File: config.mk
export PLATFORM = sky130hd
export DESIGN_NAME = bit_exec_unit
export DESIGN_NICKNAME = d
export VERILOG_FILES = /design/src/rtl/bit_exec_unit.sv
export SDC_FILE = /design/constraint.sdc
export NUM_CORES = 1
export LEC_CHECK = 0
export BUFFER_PORTS_ARGS = -buffer_cell sky130_fd_sc_hd__buf_4
export CAP_MARGIN = 10
export CORE_MARGIN = 2
export CORE_UTILIZATION = 31
export CTS_CLUSTER_SIZE = 10
export DETAILED_ROUTE_END_ITERATION = 16
export PLACE_DENSITY = 0.52
export SLEW_MARGIN = 20
export SYNTH_ARGS = -nofsm -noshare
export SYNTH_HDL_FRONTEND = slang
export SYNTH_SLANG_ARGS = --single-unit
File: constraint.sdc
create_clock -name CLK -period 1.5 [get_ports CLK]
set_input_delay 0.45 -clock CLK [delete_from_list [all_inputs] [get_ports CLK]]
set_output_delay 0.45 -clock CLK [all_outputs]
set_load 0.05 [all_outputs]
File: src/rtl/bit_exec_unit.sv
// bit_exec_unit: one-instruction-at-a-time bit-logic sequencer for a
// three-port bit RAM. Reads two operand bits, computes a result, writes it
// back (except TST) and keeps the last result as FLAG.
module bit_exec_unit #(
    parameter int unsigned AWIDTH = 2
) (
    input  logic              CLK,
    input  logic              RST,
    input  logic              START,
    input  logic [2:0]        OP,
    input  logic [AWIDTH-1:0] SRC_A,
    input  logic [AWIDTH-1:0] SRC_B,
    input  logic [AWIDTH-1:0] DST,
    output logic              BUSY,
    output logic              DONE,
    output logic              FLAG,
    output logic [AWIDTH-1:0] RAM_A_ADDRESS,
    input  logic              RAM_A_OUT,
    output logic [AWIDTH-1:0] RAM_B_ADDRESS,
    input  logic              RAM_B_OUT,
    output logic [AWIDTH-1:0] RAM_C_ADDRESS,
    output logic              RAM_C_DATA,
    output logic              RAM_C_WE
);

    localparam logic [2:0] OP_MOV  = 3'b000;
    localparam logic [2:0] OP_NOT  = 3'b001;
    localparam logic [2:0] OP_AND  = 3'b010;
    localparam logic [2:0] OP_OR   = 3'b011;
    localparam logic [2:0] OP_XOR  = 3'b100;
    localparam logic [2:0] OP_NAND = 3'b101;
    localparam logic [2:0] OP_NOR  = 3'b110;
    localparam logic [2:0] OP_TST  = 3'b111;

    typedef enum logic [1:0] {
        S_IDLE  = 2'd0,
        S_READ  = 2'd1,
        S_EXEC  = 2'd2,
        S_WRITE = 2'd3
    } state_t;

    state_t            state_q;
    logic [2:0]        op_q;
    logic [AWIDTH-1:0] dst_q;
    logic              opa_q;
    logic              opb_q;
    logic              result_q;
    logic              busy_q;
    logic              done_q;
    logic              flag_q;
    logic [AWIDTH-1:0] ram_a_addr_q;
    logic [AWIDTH-1:0] ram_b_addr_q;
    logic [AWIDTH-1:0] ram_c_addr_q;
    logic              ram_c_data_q;
    logic              ram_c_we_q;
    logic              exec_r_c;

    // Result of the latched opcode applied to the captured operand bits.
    always_comb begin
        exec_r_c = 1'b0;
        case (op_q)
            OP_MOV:  exec_r_c = opa_q;
            OP_NOT:  exec_r_c = ~opa_q;
            OP_AND:  exec_r_c = opa_q & opb_q;
            OP_OR:   exec_r_c = opa_q | opb_q;
            OP_XOR:  exec_r_c = opa_q ^ opb_q;
            OP_NAND: exec_r_c = ~(opa_q & opb_q);
            OP_NOR:  exec_r_c = ~(opa_q | opb_q);
            OP_TST:  exec_r_c = opa_q & opb_q;
            default: exec_r_c = 1'b0;
        endcase
    end

    // Sequencer: IDLE -> READ -> EXEC -> WRITE -> IDLE, all outputs registered.
    always_ff @(posedge CLK) begin
        if (RST) begin
            state_q      <= S_IDLE;
            op_q         <= 3'b000;
            dst_q        <= '0;
            opa_q        <= 1'b0;
            opb_q        <= 1'b0;
            result_q     <= 1'b0;
            busy_q       <= 1'b0;
            done_q       <= 1'b0;
            flag_q       <= 1'b0;
            ram_a_addr_q <= '0;
            ram_b_addr_q <= '0;
            ram_c_addr_q <= '0;
            ram_c_data_q <= 1'b0;
            ram_c_we_q   <= 1'b1;
        end else begin
            done_q <= 1'b0;
            case (state_q)
                S_IDLE: begin
                    if (START) begin
                        op_q         <= OP;
                        dst_q        <= DST;
                        ram_a_addr_q <= SRC_A;
                        ram_b_addr_q <= SRC_B;
                        busy_q       <= 1'b1;
                        state_q      <= S_READ;
                    end
                end
                S_READ: begin
                    // RAM presented the data on the falling edge mid-cycle.
                    opa_q   <= RAM_A_OUT;
                    opb_q   <= RAM_B_OUT;
                    state_q <= S_EXEC;
                end
                S_EXEC: begin
                    result_q     <= exec_r_c;
                    ram_c_addr_q <= dst_q;
                    ram_c_data_q <= exec_r_c;
                    ram_c_we_q   <= (op_q == OP_TST);
                    state_q      <= S_WRITE;
                end
                S_WRITE: begin
                    flag_q     <= result_q;
                    done_q     <= 1'b1;
                    ram_c_we_q <= 1'b1;
                    busy_q     <= 1'b0;
                    state_q    <= S_IDLE;
                end
                default: state_q <= S_IDLE;
            endcase
        end
    end

    assign BUSY          = busy_q;
    assign DONE          = done_q;
    assign FLAG          = flag_q;
    assign RAM_A_ADDRESS = ram_a_addr_q;
    assign RAM_B_ADDRESS = ram_b_addr_q;
    assign RAM_C_ADDRESS = ram_c_addr_q;
    assign RAM_C_DATA    = ram_c_data_q;
    assign RAM_C_WE      = ram_c_we_q;

endmodule

==> Word-level counts from Yosys, hierarchy flattened <==
Cells that the tools add are included.
{ "totals": {"out_inout_bits": 11, "in_bits": 14, "elab_cells": 44, "regBits": 20} }
{ "classes": {"eq_ne": 11, "n_mux": 7, "reduce_logical": 7, "n_bitwise": 6} }
{ "op_table": {"columns": ["op", "count"], "rows": [
  ["$eq A3 B3 Y1 const B", 4],
  ["$pmux W2 S4", 1],
  ["$pmux W1 S7", 1],
  ["$eq A3 B2 Y1 const B", 2],
  ["$eq A2 B2 Y1 const B", 2],
  ["$pmux W1 S2", 2],
  ["$reduce_and A2 Y1", 2],
  ["$reduce_bool A2 Y1", 2],
  ["$eq A3 B1 Y1 const B", 1],
  ["$logic_not A3 Y1", 1],
  ["$not A1 Y1", 3],
  ["$eq A2 B1 Y1 const B", 1],
  ["$logic_not A2 Y1", 1],
  ["$mux W1", 2],
  ["$mux W2", 1],
  ["$ne A2 B2 Y1 const B", 1],
  ["$reduce_or A2 Y1", 1],
  ["$and A1 B1 Y1", 1],
  ["$or A1 B1 Y1", 1],
  ["$xor A1 B1 Y1", 1]
]} }

==> Longest topological paths before layout <==
Gate-level depths: netlist of the first run.
{ "logic_depth": {"ltp_word": 3, "mapped_depth": 6, "mapped_depth_nobuf": 6} }

==> Least setup slack after synthesis of the first run <==
Ideal clock, no wire load.
{ "synth_timing": {"path_type": "register to register", "startpoint": "register state_q[0]", "endpoint": "register busy_q (netlist: BUSY)", "stages_incl_launch_ff": 7, "t_arrival_ns": 1.126, "n_path_buf": 1, "t_required_ns": 1.368, "setup_time_ns": 0.132, "setup_slack_ns": 0.242, "synth_period_minus_slack_ns": 1.258, "cell_sequence": "dfxtp_1 inv_1 ha_1 and2_1 buf_2 o21bai_1 a21oi_1"} }
{ "synth_between": {"elab_chain_len": 3, "elab_cells_between_ends": 6, "cone_classes": "eq/ne (2); mux (1); reduce/logical (3)"} }
{ "synth_lines": {"columns": ["item", "line_no", "source"], "rows": [
  ["start, declared", "42", "state_t state_q;"],
  ["start signal, assigned", "77", "state_q <= S_IDLE;"],
  ["start signal, assigned", "101", "state_q <= S_READ;"],
  ["start signal, assigned", "108", "state_q <= S_EXEC;"],
  ["$eq A2 B2 Y1 / $logic_not A2 Y1 (equally long branches)", "93", "case (state_q)"],
  ["$reduce_bool A2 Y1 (no line) / $ne A2 B2 Y1 (equally long branches)", null, null],
  ["$reduce_and A2 Y1 (no line)", null, null],
  ["end signal, assigned", "83", "busy_q <= 1'b0;"],
  ["end signal, assigned", "100", "busy_q <= 1'b1;"],
  ["end signal, assigned", "121", "busy_q <= 1'b0;"],
  ["end, declared", "48", "logic busy_q;"]
]} }
Parallel ways exist; a longest one is shown, timed or not.
A chain may end at the register's enable or synchronous reset.

==> Final worst setup path of the first run <==
{ "layout_timing": {"startpoint": "register ram_c_data_q (netlist: RAM_C_DATA)", "endpoint": "output RAM_C_DATA"} }
{ "layout_rtl": {"columns": ["item", "line_no", "source"], "rows": [
  ["start, declared", "54", "logic ram_c_data_q;"],
  ["start signal, assigned", "113", "ram_c_data_q <= exec_r_c;"],
  ["end, declared", "22", "output logic RAM_C_DATA,"]
]} }
No word-level cell between the ends.

==> run_results.csv, run 1 <==
group,metric,value,unit
min_path,holdCritStartpoint,"RAM_B_OUT",
critical_path,r2r_start,"opa_q$_SDFFE_PP0N_",
power,irDropWorstVdd,0.697,mV
finish,fin_nets,147,
yosys,avgSynthCellArea,8.73,µm²
critical_path,cp_cell_sequence,"buf_4",
critical_path,start_kind,"register",
clock_network,clkTransAtPathRegs,0.11,ns
finish,drive_gt1_frac,0.262,
sta,period_needed,1.33,ns
min_path,hold_path_class,"in -> reg",
route,via_per_inst,4.71,
route,drt-pass1-iter-count,4,
critical_path,path_delay_family,"flip-flops",
critical_path,cp-end-kind,"primary output",
sta,setup_tns,0,ns
yosys,synth-seq-cells,20,
sta,max_freq,752,MHz
yosys,synth_cell_type_count,24,
critical_path,cp.arrival,0.88,ns
finish,fin_area,1120,µm²
place,dp_hpwl,1.29,mm
floorplanning,fp-row-count,19,
critical_path,r2r_end,"RAM_C_DATA$_SDFFE_PP0P_",
yosys,yosysSeqAreaShare,0.449,
clock_network,cts_tree,"yes",
critical_path,cpPeakStageDelay,0.38,ns
route,drc_errors,0,
sta,finalCritPeriodShare,0.886,
yosys,ys_warn_count,0,
power,leakage,0.478,nW
place,gp_congestion,0.648,
clock_network,cts_buffer_depth,2,
critical_path,r2r_slack,0.19,ns
clock_network,cts_made_buffers,3,
clock_network,clk_latency,0.29,ns
floorplanning,io_pins,25,
floorplanning,start_util,0.326,
floorplanning,die_height,57.6,µm
sta,slew_violations,0,
critical_path,path_class,"reg -> out",
route,drt-wirelength-per-cell,11.2,µm
yosys,synthCells,102,
finish,area_growth,26.3,%
grt,grt_use_total,0.116,
critical_path,r2r_cells,6,
clock_network,holdBufCountCts,0,
grt,grt_pass1_wl,3.02,mm
finish,diodes,0,
finish,layout_commonest_cell,"buf_4",
grt,grt_pass1_vias,678,
critical_path,worst_path_max_delay_cell,"dfxtp_1",
power,powerDensity,1700,nW/µm²
route,drtIter0Drc,5,
sta,tightest_slew,0.304,ns
job,maxCapViolCount,0,
clock_network,clock-sinks,20,
sta,maxSlewHeadroom,0.797,
critical_path,cp_max_fo,3,
yosys,synth_nets,122,
place,numPortBuffers,24,
sta,hold_viol,0,
grt,grt-ovfl-total,0,
grt,grt_max_degree,21,
clock_network,cts_resized,0,
clock_network,h-tree-depth,1,
floorplanning,fp.coreArea,2730,µm²
floorplanning,die_x,57.6,µm
route,antenna_left,0,
sta,setup_viol,0,
min_path,hold_depth,3,
critical_path,path_buf_inv,1,
finish,mostFrequentLayoutCells,"25 x buf_4, 20 x nand2_1, 19 x dfxtp_1",
route,via_count,740,
clock_network,root_buffer,"clkbuf_4",
sta,skew,0.00261,ns
min_path,hold_end,"opb_q$_SDFFE_PP0N_",
yosys,synth_area,891,µm²
outcome,outcome,"completed",
critical_path,required,1.05,ns
place,dpl_cell_area,1090,µm²
floorplanning,fp.dieArea,3320,µm²
sta,rsz0062_at_grt,"false",
route,drt_wl_total,1.75,mm
grt,antenna_found_initial,0,
clock_network,post_cts_buffers,0,
-- routing by layer --
metal  part of all wire  track usage  wire (µm)
met3              0.063       0.0340        111
met1               0.48        0.150        849
met2               0.44        0.183        778
met4             0.0086       0.0399         15
met5                  0            0          0
-- through the flow --
step	util	power (mW)	hold slack [ns]	worst slack [ns]	cells
2_1_floorplan	-	1.40	0.436	0.242	102
3_3_place_gp	0.397	1.60	0.445	0.152	153
3_5_place_dp	0.397	1.62	0.448	0.109	153
4_1_cts	0.411	1.94	0.376	0.0955	157
5_1_grt	0.411	2.06	0.385	0.0286	157
6_report	0.411	1.91	0.387	0.170	157
-- synthesized netlist by cell type (all sizes together) --
cell type | n | share of area
and2 | 1 | 0.0070
a31oi | 2 | 0.014
nand3b | 1 | 0.0084
dfxtp | 20 | 0.45
nor2b | 1 | 0.0070
a211oi | 2 | 0.022
nor2 | 12 | 0.051
mux2i | 7 | 0.079
clkbuf | 2 | 0.0084
o21bai | 1 | 0.0084
o221ai | 1 | 0.017
nand2 | 20 | 0.084
xnor2 | 1 | 0.0098
inv | 5 | 0.021
nand2b | 2 | 0.014
o21ai | 1 | 0.0056
nor4 | 1 | 0.0070
ha | 6 | 0.084
buf | 3 | 0.027
o31ai | 1 | 0.0084
a21oi | 12 | 0.067
-- state kept, by name, summed over array words and instances (netlist names), 2 cells and up --
| register | flops |
|---|---|
| dst_q | 2 |
| state_q | 2 |
| RAM_B_ADDRESS | 2 |
| RAM_A_ADDRESS | 2 |
| RAM_C_ADDRESS | 2 |
| op_q | 3 |
-- how the worst max path moves through the flow --
stage / startpoint / end / slack, ns / cells after the start
2_1_floorplan: state_q[0]$_SDFFE_PP0P_ / BUSY$_SDFFE_PP0P_ / 0.24 / 6
5_1_grt: state_q[0]$_SDFFE_PP0P_ / RAM_B_ADDRESS[1]$_SDFFE_PP0P_ / 0.03 / 5
4_1_cts: opa_q$_SDFFE_PP0N_ / RAM_C_DATA$_SDFFE_PP0P_ / 0.1 / 6
3_3_place_gp: opa_q$_SDFFE_PP0N_ / RAM_C_DATA$_SDFFE_PP0P_ / 0.15 / 6
6_report: RAM_C_DATA$_SDFFE_PP0P_ / RAM_C_DATA / 0.17 / 1
3_5_place_dp: opa_q$_SDFFE_PP0N_ / RAM_C_DATA$_SDFFE_PP0P_ / 0.11 / 6
-- area by class of cell --
type | count | area [µm²]
timing repair buffer | 25 | 188
multi-input combinational | 72 | 442
sequential | 20 | 402
tap | 31 | 38.8
clock buffer | 4 | 36.3
fill | 290 | 1610
inverter | 5 | 18.8
-- power by group --
group / internal, mW / total [mW] / switching, mW
combinational: 0.325 / 0.839 / 0.514
clock: 0.148 / 0.311 / 0.164
sequential: 0.652 / 0.759 / 0.107
total: 1.12 / 1.91 / 0.785
-- cells by family after synthesis --
| group | share of synthesized area |
|---|---|
| DFF | 0.449 |
| and+or+nand+nor | 0.178 |
| buffers and inverters | 0.0562 |
| xor gates and xnor gates | 0.00983 |
| adders and majority gates | 0.0843 |
| AOI/OAI and AO/OA | 0.143 |
| muxes | 0.0787 |
No activity file was read; power rests on OpenSTA's default activity.
==> run 2: changes to the inputs <==
--- a/config.mk
+++ b/config.mk
@@ -5,6 +5,7 @@
 export SDC_FILE = /design/constraint.sdc
 export NUM_CORES = 1
 export LEC_CHECK = 0
+export ABC_AREA = 1
 export BUFFER_PORTS_ARGS = -buffer_cell sky130_fd_sc_hd__buf_4
 export CAP_MARGIN = 10
 export CORE_MARGIN = 2
==> run 2 against run 1 <==
  * Die area decreased by 3.9%
  * Area after synthesis is 4.2% lower
  * Synthesized cell count is 6.9% higher
  * Combinational power is 30% higher
  * Wire length rose by 4.2%
  * Largest cell class is now registers
  * Via count is 3.0% higher
  * Largest power group unchanged
  * Flip-flop and latch count unchanged
==> run_results.csv, run 2 <==
group,metric,value,unit
sta,hold_viol,0,
min_path,hold_path_class,"in -> reg",
sta,tightest_slew,0.278,ns
floorplanning,io_pins,25,
critical_path,worst_path_max_delay_cell,"dfxtp_1",
finish,area_growth,31.5,%
finish,top_register,"op_q",
finish,mostFrequentLayoutCells,"25 x buf_4, 20 x dfxtp_1, 19 x nor2_1",
sta,skew,0.00891,ns
outcome,outcome,"completed",
place,numPortBuffers,24,
power,clkPwrFrac,0.187,
route,drc_errors,0,
critical_path,required,1.05,ns
finish,layout_commonest_cell,"buf_4",
grt,grt_pass1_vias,752,
floorplanning,die_height,56.5,µm
finish,diodes,0,
sta,rsz0062_at_grt,"false",
yosys,synth_area,853,µm²
clock_network,cts_resized,0,
critical_path,path_class,"reg -> out",
finish,multi_input_area,387,µm²
place,gp_congestion,0.838,
clock_network,clock-sinks,20,
finish,fill_cells,285,
grt,grt_pass1_wl,3.15,mm
yosys,synth.most_common_cell,"dfxtp_1",
clock_network,cts_tree,"yes",
yosys,synth_top_cells_by_count,"20 x dfxtp_1, 19 x nor2_1, 16 x o21ai_0",
finish,drive_gt1_frac,0.250,
sta,setup_tns,0,ns
critical_path,cp_max_fo,3,
clock_network,cts_made_buffers,3,
route,drt-wirelength-per-cell,10.9,µm
finish,fin_nets,157,
floorplanning,fp.coreArea,2690,µm²
power,powerDensity,2110,nW/µm²
yosys,ys_warn_count,0,
route,drt-pass1-iter-count,4,
yosys,synth_flop_cell,"dfxtp_1",
power,irDropWorstVdd,0.962,mV
critical_path,cp_cell_sequence,"buf_4",
yosys,async_flop_share,0,
yosys,avgSynthCellArea,7.83,µm²
power,leakage,0.531,nW
grt,antenna_found_initial,0,
power,power.switching,1.02,mW
clock_network,clk_latency,0.30,ns
yosys,synth-seq-cells,20,
yosys,synthCells,109,
sta,maxSlewHeadroom,0.814,
power,switching_share,0.432,
power,power,2.36,mW
sta,setup_viol,0,
critical_path,path_buf_inv,1,
critical_path,start_kind,"register",
yosys,synth_nets,129,
job,maxCapViolCount,0,
grt,grt_use_total,0.125,
finish,seq_area,400,µm²
critical_path,cpPeakStageDelay,0.38,ns
yosys,yosysSeqAreaShare,0.469,
floorplanning,start_util,0.318,
route,antenna_left,0,
floorplanning,fp.dieArea,3190,µm²
power,p_int,1.34,mW
sta,max_freq,742,MHz
critical_path,path_delay_family,"flip-flops",
route,via_count,762,
place,dp_hpwl,1.39,mm
clock_network,h-tree-depth,1,
critical_path,cp-end-kind,"primary output",
clock_network,clkTransAtPathRegs,0.12,ns
clock_network,root_buffer,"clkbuf_4",
route,via_per_inst,4.56,
sta,finalCritPeriodShare,0.898,
finish,largest_register_ffs,3,
power,p_seq_frac,0.353,
clock_network,cts_buffer_depth,2,
floorplanning,fp-row-count,19,
yosys,synth.area.top_cells,"dfxtp_1 47%, o21ai_0 9.4%, ha_1 8.8%, nor2_1 8.4%, inv_1 5.7%",
sta,slew_violations,0,
route,drt_wl_total,1.83,mm
route,drtIter0Drc,15,
clock_network,post_cts_buffers,0,
yosys,synth-edff-count,0,
grt,grt_max_degree,18,
yosys,synth_top_area_frac,0.469,
yosys,synth.largest_area_cell,"dfxtp_1",
clock_network,holdBufCountCts,0,
yosys,synth_cell_type_count,16,
sta,period_needed,1.35,ns
floorplanning,die_x,56.5,µm
power,combPwrFrac,0.460,
grt,grt-ovfl-total,0,
critical_path,cp.arrival,0.90,ns
## run 2: kinds of logic (layout without fill, tap and decap cells)
group	count (synthesis)	after routing	synth area share
and+or+nand+nor	39	39	0.188
adders and majority gates	6	6	0.0880
AOI/OAI and AO/OA	27	27	0.177
DFF	20	20	0.469
buffers and inverters	17	44	0.0777
## run 2: layout make-up
class                           count  area share
Sequential cell                    20       0.357
Multi-Input combinational cell     72       0.344
Timing Repair Buffer               25       0.167
Inverter                           15      0.0502
Tap cell                           31      0.0346
Clock inverter                      1      0.0268
Clock buffer                        3      0.0201
## run 2: per-stage QoR
step           utilization  cell area, µm²  setup slack (ns)  hold WS, ns  instances
4_1_cts              0.418            1120             0.131        0.330        167
2_1_floorplan            -             853             0.341        0.451        109
3_3_place_gp         0.398            1070             0.243        0.466        163
3_5_place_dp         0.398            1070             0.230        0.465        163
6_report             0.418            1120             0.152        0.345        167
5_1_grt              0.418            1120             0.107        0.337        167
## run 2: worst paths after layout
| check | start | end | slack, ns | cells after the start |
|---|---|---|---|---|
| max reg2reg | opa_q$_SDFFE_PP0N_ | RAM_C_DATA$_SDFFE_PP0P_ | 0.23 | 8 |
| max | RAM_C_DATA$_SDFFE_PP0P_ | RAM_C_DATA | 0.15 | 1 |
| min reg2reg | FLAG$_SDFFE_PP0P_ | FLAG$_SDFFE_PP0P_ | 0.48 | 2 |
| min | RST | DONE$_SDFF_PP0_ | 0.34 | 2 |
## run 2: power groups by stage
stage	sequential [mW]	combinational (mW)	clock [mW]
global placement	0.846	1.09	0
CTS	0.836	1.10	0.457
detailed placement	0.847	1.10	0
floorplan	1.13	0.504	0
global route	0.855	1.23	0.473
finish	0.834	1.09	0.443
## run 2: metal layers
layer  vias to the layer above  GRT usage  routed length [µm]
li1                        411          -                   -
met1                       330      0.157                 858
met2                        17      0.199                 841
met3                         4     0.0276                  89
met4                         0     0.0646                  38
met5                         -          0                   0
==> run 3: changes to the inputs <==
--- a/config.mk
+++ b/config.mk
@@ -13,6 +13,7 @@
 export CTS_CLUSTER_SIZE = 10
 export DETAILED_ROUTE_END_ITERATION = 16
 export PLACE_DENSITY = 0.52
+export RECOVER_POWER = 50
 export SLEW_MARGIN = 20
 export SYNTH_ARGS = -nofsm -noshare
 export SYNTH_HDL_FRONTEND = slang
==> run 3 against run 2 <==
  * Clock power about the same
  * Worst hold slack about the same
  * Critical path depth stayed put
  * Critical endpoint unchanged
  * Largest power group unchanged
  * Highest routed layer unchanged
==> run_results.csv, run 3 (synthesis results as in run 2) <==
group,metric,value,unit
clock_network,clock-sinks,20,
outcome,outcome,"completed",
sta,period_needed,1.35,ns
sta,skew,0.00892,ns
floorplanning,fp-row-count,19,
route,drtIter0Drc,15,
power,powerDensity,2110,nW/µm²
clock_network,clk_latency,0.30,ns
power,leakage,0.530,nW
critical_path,cp_max_fo,3,
finish,top_register,"op_q",
critical_path,start_kind,"register",
sta,finalCritPeriodShare,0.898,
critical_path,cp.arrival,0.90,ns
sta,hold_viol,0,
floorplanning,fp.coreArea,2690,µm²
critical_path,cp_cell_sequence,"buf_4",
route,drt-wirelength-per-cell,10.9,µm
clock_network,cts_resized,0,
grt,antenna_found_initial,0,
clock_network,holdBufCountCts,0,
job,maxCapViolCount,0,
finish,fill_cells,287,
finish,largest_register_ffs,3,
clock_network,h-tree-depth,1,
sta,tightest_slew,0.278,ns
critical_path,cpPeakStageDelay,0.38,ns
clock_network,cts_buffer_depth,2,
sta,setup_tns,0,ns
power,power,2.35,mW
grt,grt_max_degree,18,
critical_path,path_buf_inv,1,
route,via_count,762,
critical_path,worst_path_max_delay_cell,"dfxtp_1",
clock_network,post_cts_buffers,0,
route,drc_errors,0,
route,drt-pass1-iter-count,4,
critical_path,path_class,"reg -> out",
clock_network,root_buffer,"clkbuf_4",
finish,area_growth,30.9,%
critical_path,path_delay_family,"flip-flops",
sta,max_freq,743,MHz
route,drt_wl_total,1.83,mm
grt,grt-ovfl-total,0,
critical_path,cp-end-kind,"primary output",
floorplanning,die_height,56.5,µm
floorplanning,io_pins,25,
place,dp_hpwl,1.39,mm
route,via_per_inst,4.56,
clock_network,cts_tree,"yes",
place,gp_congestion,0.838,
sta,rsz0062_at_grt,"false",
grt,grt_pass1_wl,3.15,mm
sta,slew_violations,0,
critical_path,required,1.05,ns
sta,maxSlewHeadroom,0.814,
finish,mostFrequentLayoutCells,"23 x buf_4, 20 x dfxtp_1, 19 x nor2_1",
sta,setup_viol,0,
finish,drive_gt1_frac,0.250,
finish,diodes,0,
floorplanning,start_util,0.318,
grt,grt_use_total,0.125,
route,antenna_left,0,
grt,grt_pass1_vias,752,
place,numPortBuffers,24,
min_path,hold_path_class,"in -> reg",
finish,layout_commonest_cell,"buf_4",
power,irDropWorstVdd,0.961,mV
floorplanning,fp.dieArea,3190,µm²
finish,fin_nets,157,
clock_network,cts_made_buffers,3,
clock_network,clkTransAtPathRegs,0.12,ns
floorplanning,die_x,56.5,µm
-- run 3: cell types whose count changed in the layout (fill, tap and decap cells not counted) --
cell      delta
buf_4        -2
clkbuf_2     +2
-- run 3: layer usage --
metal	up-vias	routed length, µm	global-route usage
li1	411	-	-
met1	330	858	0.157
met2	17	840	0.199
met3	4	89	0.0276
met4	0	38	0.0646
met5	-	0	0
-- run 3: path summary, 6_finish.rpt --
check	startpoint	depth (start not counted)	end	slack [ns]
worst max-delay path	RAM_C_DATA$_SDFFE_PP0P_	1	RAM_C_DATA	0.15
worst min-delay path	RST	2	DONE$_SDFF_PP0_	0.34
worst max register to register	opa_q$_SDFFE_PP0N_	8	RAM_C_DATA$_SDFFE_PP0P_	0.23
worst min register to register	FLAG$_SDFFE_PP0P_	2	FLAG$_SDFFE_PP0P_	0.48
-- run 3: metrics by stage --
stage,utilization,hold slack (ns),instances,cell area [µm²],setup slack [ns]
global placement,0.398,0.466,163,1070,0.243
global route,0.416,0.337,167,1120,0.0870
detailed placement,0.398,0.465,163,1070,0.230
finish,0.416,0.345,167,1120,0.153
CTS,0.418,0.330,167,1120,0.131
floorplan,-,0.451,109,853,0.341
-- run 3: cell type report --
class	instances	area [µm²]	area share
Timing Repair Buffer	25	183	0.163
Clock inverter	1	30.0	0.0269
Clock buffer	3	22.5	0.0202
Inverter	15	56.3	0.0504
Sequential cell	20	400	0.358
Tap cell	31	38.8	0.0347
Multi-Input combinational cell	72	387	0.346
-- run 3: where the power goes --
| group | switching [mW] | internal, mW |
|---|---|---|
| sequential | 0.125 | 0.709 |
| clock | 0.173 | 0.270 |
| combinational | 0.724 | 0.354 |
